--- config.mk ---
export PLATFORM = sky130hd
export DESIGN_NAME = accumulator_multi_sum
export DESIGN_NICKNAME = d
export VERILOG_FILES = /design/src/rtl/accumulator_pkg.sv /design/src/rtl/nibble_lane_adder.sv /design/src/rtl/accumulator_multi_sum.sv
export SDC_FILE = /design/constraint.sdc
export NUM_CORES = 1
export LEC_CHECK = 0
export CAP_MARGIN = 30
export CORE_UTILIZATION = 49
export DETAILED_ROUTE_END_ITERATION = 10
export GPL_ROUTABILITY_DRIVEN = 0
export PLACE_DENSITY = 0.7
export SYNTH_ARGS = -nofsm -noshare
export SYNTH_HDL_FRONTEND = slang
export SYNTH_SLANG_ARGS = --single-unit
--- constraint.sdc ---
create_clock -name clk -period 5.3 [get_ports clk]
set_clock_uncertainty 0.1 [all_clocks]
set_input_delay 0.795 -clock clk [delete_from_list [all_inputs] [get_ports clk]]
set_output_delay 0.795 -clock clk [all_outputs]
set_load 0.01 [all_outputs]
--- src/rtl/accumulator_pkg.sv ---
// Shared types and sizing helper for the nibble-serial multi-lane accumulator.
package accumulator_pkg;

    typedef enum logic [1:0] {
        ACCUM      = 2'b00,
        READ_CLEAR = 2'b01,
        READ_KEEP  = 2'b10,
        CLEAR      = 2'b11
    } op_t;

    typedef enum logic [1:0] {
        IDLE = 2'b00,
        RECV = 2'b01,
        SEND = 2'b10,
        DONE = 2'b11
    } state_t;

    // Accumulator width: operand width plus lane-growth bits plus headroom.
    function automatic int acc_width(int bit_width, int num_inputs, int guard);
        return bit_width + $clog2(num_inputs) + guard;
    endfunction

endpackage

--- src/rtl/nibble_lane_adder.sv ---
// Combinational sum of NUM_INPUTS 4-bit lane nibbles.
module nibble_lane_adder #(
    parameter int NUM_INPUTS = 4,
    parameter int SW         = 4 + $clog2(NUM_INPUTS)
) (
    input  logic [4*NUM_INPUTS-1:0] data_in,
    output logic [SW-1:0]           sum
);

    // Sum every lane nibble; SW bits cannot overflow for NUM_INPUTS lanes.
    always_comb begin
        sum = '0;
        for (int i = 0; i < NUM_INPUTS; i++) begin
            sum = sum + SW'(data_in[4*i +: 4]);
        end
    end

endmodule

--- src/rtl/accumulator_multi_sum.sv ---
// Nibble-serial multi-lane accumulator: sums NUM_INPUTS operands per ACCUM,
// reads the wide accumulator back a nibble per cycle, optional saturation.
module accumulator_multi_sum
    import accumulator_pkg::*;
#(
    parameter int BIT_WIDTH  = 32,
    parameter int NUM_INPUTS = 4,
    parameter int GUARD_BITS = 8,
    parameter int SATURATE   = 0
) (
    input  logic                    clk,
    input  logic                    rst,
    input  logic                    start,
    input  logic [1:0]              op,
    input  logic [4*NUM_INPUTS-1:0] data_in,
    output logic [3:0]              data_out,
    output logic                    data_out_valid,
    output logic                    result_complete,
    output logic                    ready,
    output logic                    response,
    output logic                    overflow
);

    localparam int NIB_IN  = BIT_WIDTH / 4;
    localparam int W       = acc_width(BIT_WIDTH, NUM_INPUTS, GUARD_BITS);
    localparam int NIB_OUT = (W + 3) / 4;
    localparam int SW      = 4 + $clog2(NUM_INPUTS);
    localparam int CW      = $clog2(NIB_OUT + 1);

    state_t              state, state_nx;
    op_t                 op_q;
    logic [CW-1:0]       cnt, cnt_nx;
    logic [W-1:0]        acc;
    logic [SW-1:0]       lane_sum;
    logic [W:0]          addend, sum_ext;
    logic                add_en, clr_en;
    logic [4*NIB_OUT-1:0] acc_pad;
    logic [3:0]          out_nib;

    nibble_lane_adder #(.NUM_INPUTS(NUM_INPUTS), .SW(SW)) u_lane_adder (
        .data_in (data_in),
        .sum     (lane_sum)
    );

    // Weight the lane sum by its nibble position; cnt is 0 in IDLE.
    assign addend  = {{(W+1-SW){1'b0}}, lane_sum} << {cnt, 2'b00};
    assign sum_ext = {1'b0, acc} + addend;
    assign acc_pad = (4*NIB_OUT)'(acc);

    assign ready    = (state == IDLE);
    assign response = (state == RECV && cnt == CW'(NIB_IN - 1)) ||
                      (state == SEND && cnt == CW'(NIB_OUT - 1));

    // Select accumulator nibble cnt for readout; bits above W-1 read as 0.
    always_comb begin
        out_nib = '0;
        for (int k = 0; k < NIB_OUT; k++) begin
            if (cnt == CW'(k)) out_nib = acc_pad[4*k +: 4];
        end
    end

    // Next-state, counter and accumulator control.
    always_comb begin
        state_nx = state;
        cnt_nx   = cnt;
        add_en   = 1'b0;
        clr_en   = 1'b0;
        case (state)
            IDLE: begin
                if (start) begin
                    case (op_t'(op))
                        ACCUM: begin
                            state_nx = RECV;
                            cnt_nx   = CW'(1);
                            add_en   = 1'b1;
                        end
                        READ_CLEAR, READ_KEEP: begin
                            state_nx = SEND;
                            cnt_nx   = '0;
                        end
                        default: state_nx = DONE;
                    endcase
                end
            end
            RECV: begin
                add_en = 1'b1;
                if (cnt == CW'(NIB_IN - 1)) begin
                    state_nx = IDLE;
                    cnt_nx   = '0;
                end else begin
                    cnt_nx = cnt + CW'(1);
                end
            end
            SEND: begin
                if (cnt == CW'(NIB_OUT - 1)) begin
                    state_nx = DONE;
                    cnt_nx   = '0;
                end else begin
                    cnt_nx = cnt + CW'(1);
                end
            end
            default: begin
                state_nx = IDLE;
                clr_en   = (op_q != READ_KEEP);
            end
        endcase
    end

    // State, counter and latched operation.
    always_ff @(posedge clk) begin
        if (rst) begin
            state <= IDLE;
            cnt   <= '0;
            op_q  <= ACCUM;
        end else begin
            state <= state_nx;
            cnt   <= cnt_nx;
            if (state == IDLE && start) op_q <= op_t'(op);
        end
    end

    // Accumulator update with wrap or clamp, sticky overflow on carry-out.
    always_ff @(posedge clk) begin
        if (rst || clr_en) begin
            acc      <= '0;
            overflow <= 1'b0;
        end else if (add_en) begin
            if (sum_ext[W]) begin
                overflow <= 1'b1;
                acc      <= (SATURATE != 0) ? {W{1'b1}} : sum_ext[W-1:0];
            end else begin
                acc <= sum_ext[W-1:0];
            end
        end
    end

    // Registered readout and completion pulse.
    always_ff @(posedge clk) begin
        if (rst) begin
            data_out        <= '0;
            data_out_valid  <= 1'b0;
            result_complete <= 1'b0;
        end else begin
            data_out        <= (state == SEND) ? out_nib : 4'h0;
            data_out_valid  <= (state == SEND);
            result_complete <= (state == DONE);
        end
    end

endmodule

==> results.txt, run 1 <==
Status = finished, violations left
Failing checks = setup timing
Core area = 0.01089 mm²
TritonCTS buffer count = 9
WL/cell = 18.43 µm
Post-route setup slack = -0.1410 ns
Req. time, crit path = 5.47 ns
Via Count = 6510
CTS Buffer Depth = 2
Die ar. = 0.01165 mm²
Fin crit share = 102.7%
Reg2reg start = cnt[2]
Filler cells = 802
Non-filler instance count after layout = 1073
Max incr delay on CP = 0.50 ns
Antenna violations before repair = 0
I/O Buffers = 29
Switching Fraction = 43.65%
Layout area overhead = 43.33%
Family with the most delay on the worst path = compound AO/OA/AOI/OAI gates
Hold EP = op_q[0]
R2R Path End = acc[35]
Synth top area cells = dfxtp_1 21%, ha_1 14%, a21oi_1 7.7%
YS warnings = 0
Worst VDD drop = 0.2974 mV
Drt first-iter violations = 646
Fin Hold WS = 0.3705 ns
Slew HR = 30.81%
Pint = 1.487 mW
Mapped Area = 0.005500 mm²
CP max FO = 4
Commonest non-fill, non-tap cell in the layout = buf_4
Hpwl dp = 13560 µm
Antenna Diode Count = 0
R2R depth = 15
Setup TNS = -0.9758 ns
Max Freq = 0.1838 GHz
Root Driver = clkbuf_8
CTS Sinks = 57
WHS Path Cells = 2
Site Rows = 38
Initial core utilization = 50.52%
Pleak = 3.556 nW
Power density over the cells = 334.8 mW/mm²
NetSw = 1.152 mW
Drt total wl = 19780 µm
CP bufs+invs = 3
Clock share of power = 18.8%
Reg clk slew, reported paths = 0.08 ns
Final Cell Area = 0.007884 mm²
DRC viols = 0
Ports = 30
Slew Viols, Final = 0
Fraction of layout cells with a size suffix above 1 = 30.33%
Final core occ = 72.41%
CP cell instances = buf_6 -> ha_4 -> fa_2 -> xnor2_2 -> fa_1 -> inv_2 -> ha_4 -> a21o_1 -> a21oi_2 -> xor2_1 -> buf_4 -> nor3_2 -> a31oi_1 -> nor2_1 -> ha_1 -> nand2_2 -> o221ai_2 -> o2111a_1 -> nor2_2 -> or3_4 -> o21a_4 -> o31ai_4 -> a311oi_2 -> a221o_1
Worst slew pin tran = 1.038 ns
Max Cap Violations = 0
TritonCTS clock tree = built
Syn Area/Cell = 7.218 µm²
Worst Path Arrival = 5.61 ns
RSZ-0062 raised after global routing = true
Clock H-tree levels = 3
Crit path time final = 5.441 ns
Final setup viols = 18
Die width = 108.0 µm
Commonest cells after routing, fill and taps aside = 151 x buf_4, 108 x nand2_1, 77 x nor2_1
Vias in the first global route = 6190
Combinational Power Share = 59.3%
First-pass GRT wire length = 30070 µm
Pre-antenna DRT Iters = 5
Post-synthesis async set-or-reset flop share = 0%
Hold Fails Final Rpt = 0
Average vias per placed instance = 6.067
Total power = 2.639 mW
Die extent in y = 108.0 µm
Setup crit end kind = flop
HP Start = op_q[0]
Syn_nets = 850
FF-to-FF setup slack = 1.20 ns
Post-synth EDFFs = 0
CP startpoint kind = primary input
Synth top area share = 20.75%
Crit Path Class = primary input to flop
CP dominant cell by count = ha_4
Synthesized instance count = 762
Flop and latch count out of synthesis = 57
Post-placement cell count = 1031
Largest net degree at the start of global routing = 45
Prevailing post-synth register cell = dfxtp_1
Gr usage total = 33.32%
Final ANT Viol Nets = 0
Nets@finish = 1016
Grt total ovfl = 0
Sequential fraction of the synthesis area = 20.75%
Critical-path top delay cell = fa_1
Synth unique cells = 64
Sequential share of power = 21.9%
Min-Delay Path Class = flop to flop
Placed instance area = 0.006922 mm²
Pre-CTS setup slack = -0.9615 ns
Worst skew pair latency = 0.38 ns
Area leader, netlist = dfxtp_1
-- power groups by stage --
stage | clock, mW | combinational, mW | sequential [mW]
5_1_grt | 0.522 | 1.68 | 0.582
4_1_cts | 0.499 | 1.44 | 0.567
3_3_place_gp | 0 | 1.33 | 0.571
3_5_place_dp | 0 | 1.37 | 0.576
2_1_floorplan | 0 | 0.822 | 0.547
6_report | 0.496 | 1.57 | 0.577
-- worst max path at each step --
stage / slack, ns / endpoint / startpoint / depth (start not counted)
after floorplan: -0.18 / acc[41] / data_in[0] / 23
after global placement: -0.88 / acc[41] / data_in[0] / 24
after detailed placement: -0.96 / acc[40] / data_in[0] / 22
after CTS: -0.15 / acc[40] / data_in[4] / 25
after global routing: -0.31 / acc[40] / data_in[4] / 25
final: -0.14 / overflow / data_in[4] / 24
-- timing repair --
item,4_1_cts,5_1_grt
buffers inserted,16,10
hold buffers,0,0
resized for setup,60,65
pin swaps,47,60
endpoints found under the setup margin,28,29
-- synth_stat cells (2+ instances only) --
master    count
a21boi_0      2
clkbuf_1     30
a211o_1       2
o21ai_1       5
nand3_1      26
nor2b_1       9
a221o_1       4
o21bai_1      6
a21o_1       22
o211ai_1     14
nor2_1       85
o21a_1        6
and3_1       11
a211oi_1     14
nand2b_1     10
or4_1         2
nor3b_1       2
or2_2         3
xnor2_1      20
o221ai_2      2
ha_1         60
a21oi_1      85
nand4_1       5
o21ai_0      31
mux2i_1       4
nor3_1       14
inv_1        40
dfxtp_1      57
a211oi_2      2
or3_1         7
a311oi_1      7
xor2_1       13
a32oi_1       2
fa_1          7
and2_1        2
a22oi_1       2
a21oi_2       2
and4_1        2
o31ai_1       2
nand2_1     110
o22ai_1       2
a31oi_1       9
-- kinds of logic after synthesis --
group                      after synthesis  synth area share (%)
muxes                                    4                0.7280
DFF                                     57                 20.75
xor gates and xnor gates                33                 5.255
and+or+nand+nor                        291                 23.52
AOI/OAI and AO/OA                      237                 28.48
adders and majority gates               67                 16.20
buffers and inverters                   73                 5.073
-- sequential cells by signal, indices dropped and copies added, names as in the netlist --
register / flops
acc: 42
data_out: 4
state: 2
overflow: 1
cnt: 4
op_q: 2
result_complete: 1
data_out_valid: 1
-- worst register-to-register path: stages (launching register included) --
cell       delay (ns)
dfxtp_1          0.75
nand2b_1         0.58
nor2_1           0.24
ha_1             0.28
a21oi_1          0.21
nor2_2           0.08
a211oi_4         0.28
a2111oi_2        0.12
buf_4            0.15
a211o_4          0.37
nand3_4          0.08
o2111ai_4        0.13
buf_6            0.16
a21oi_4          0.14
nor3_1           0.06
a221o_1          0.27
-- metal layers --
layer  share of wire (%)  wire (µm)  up-vias  global-route usage, %
li1                    -          -     3050                      -
met1                  42       8391     3076                  43.00
met2                  46       9072      316                  53.41
met3                 7.4       1462       68                  5.003
met4                 4.3        854        0                  17.71
met5                   0          0        -                      0
-- cell type report --
cell class / instances / area, µm² / area share (%)
clock buffers: 11 / 151.4 / 1.920
multi-input cells: 632 / 4674 / 59.29
flip-flops and latches: 57 / 1141 / 14.47
well taps: 140 / 175.2 / 2.222
clock inverters: 5 / 77.57 / 0.9840
inverters: 40 / 150.1 / 1.904
repair buffers: 188 / 1514 / 19.20
Note: power is estimated with default switching activity, not from simulation.
==> run 2, diff against run 1 <==
--- a/config.mk
+++ b/config.mk
@@ -5,6 +5,7 @@
 export SDC_FILE = /design/constraint.sdc
 export NUM_CORES = 1
 export LEC_CHECK = 0
+export ABC_CLOCK_PERIOD_IN_PS = 5300
 export CAP_MARGIN = 30
 export CORE_UTILIZATION = 49
 export DETAILED_ROUTE_END_ITERATION = 10
==> results of run 2 <==
Same layout as run 1: the final DEF is identical, and so are final timing and power.
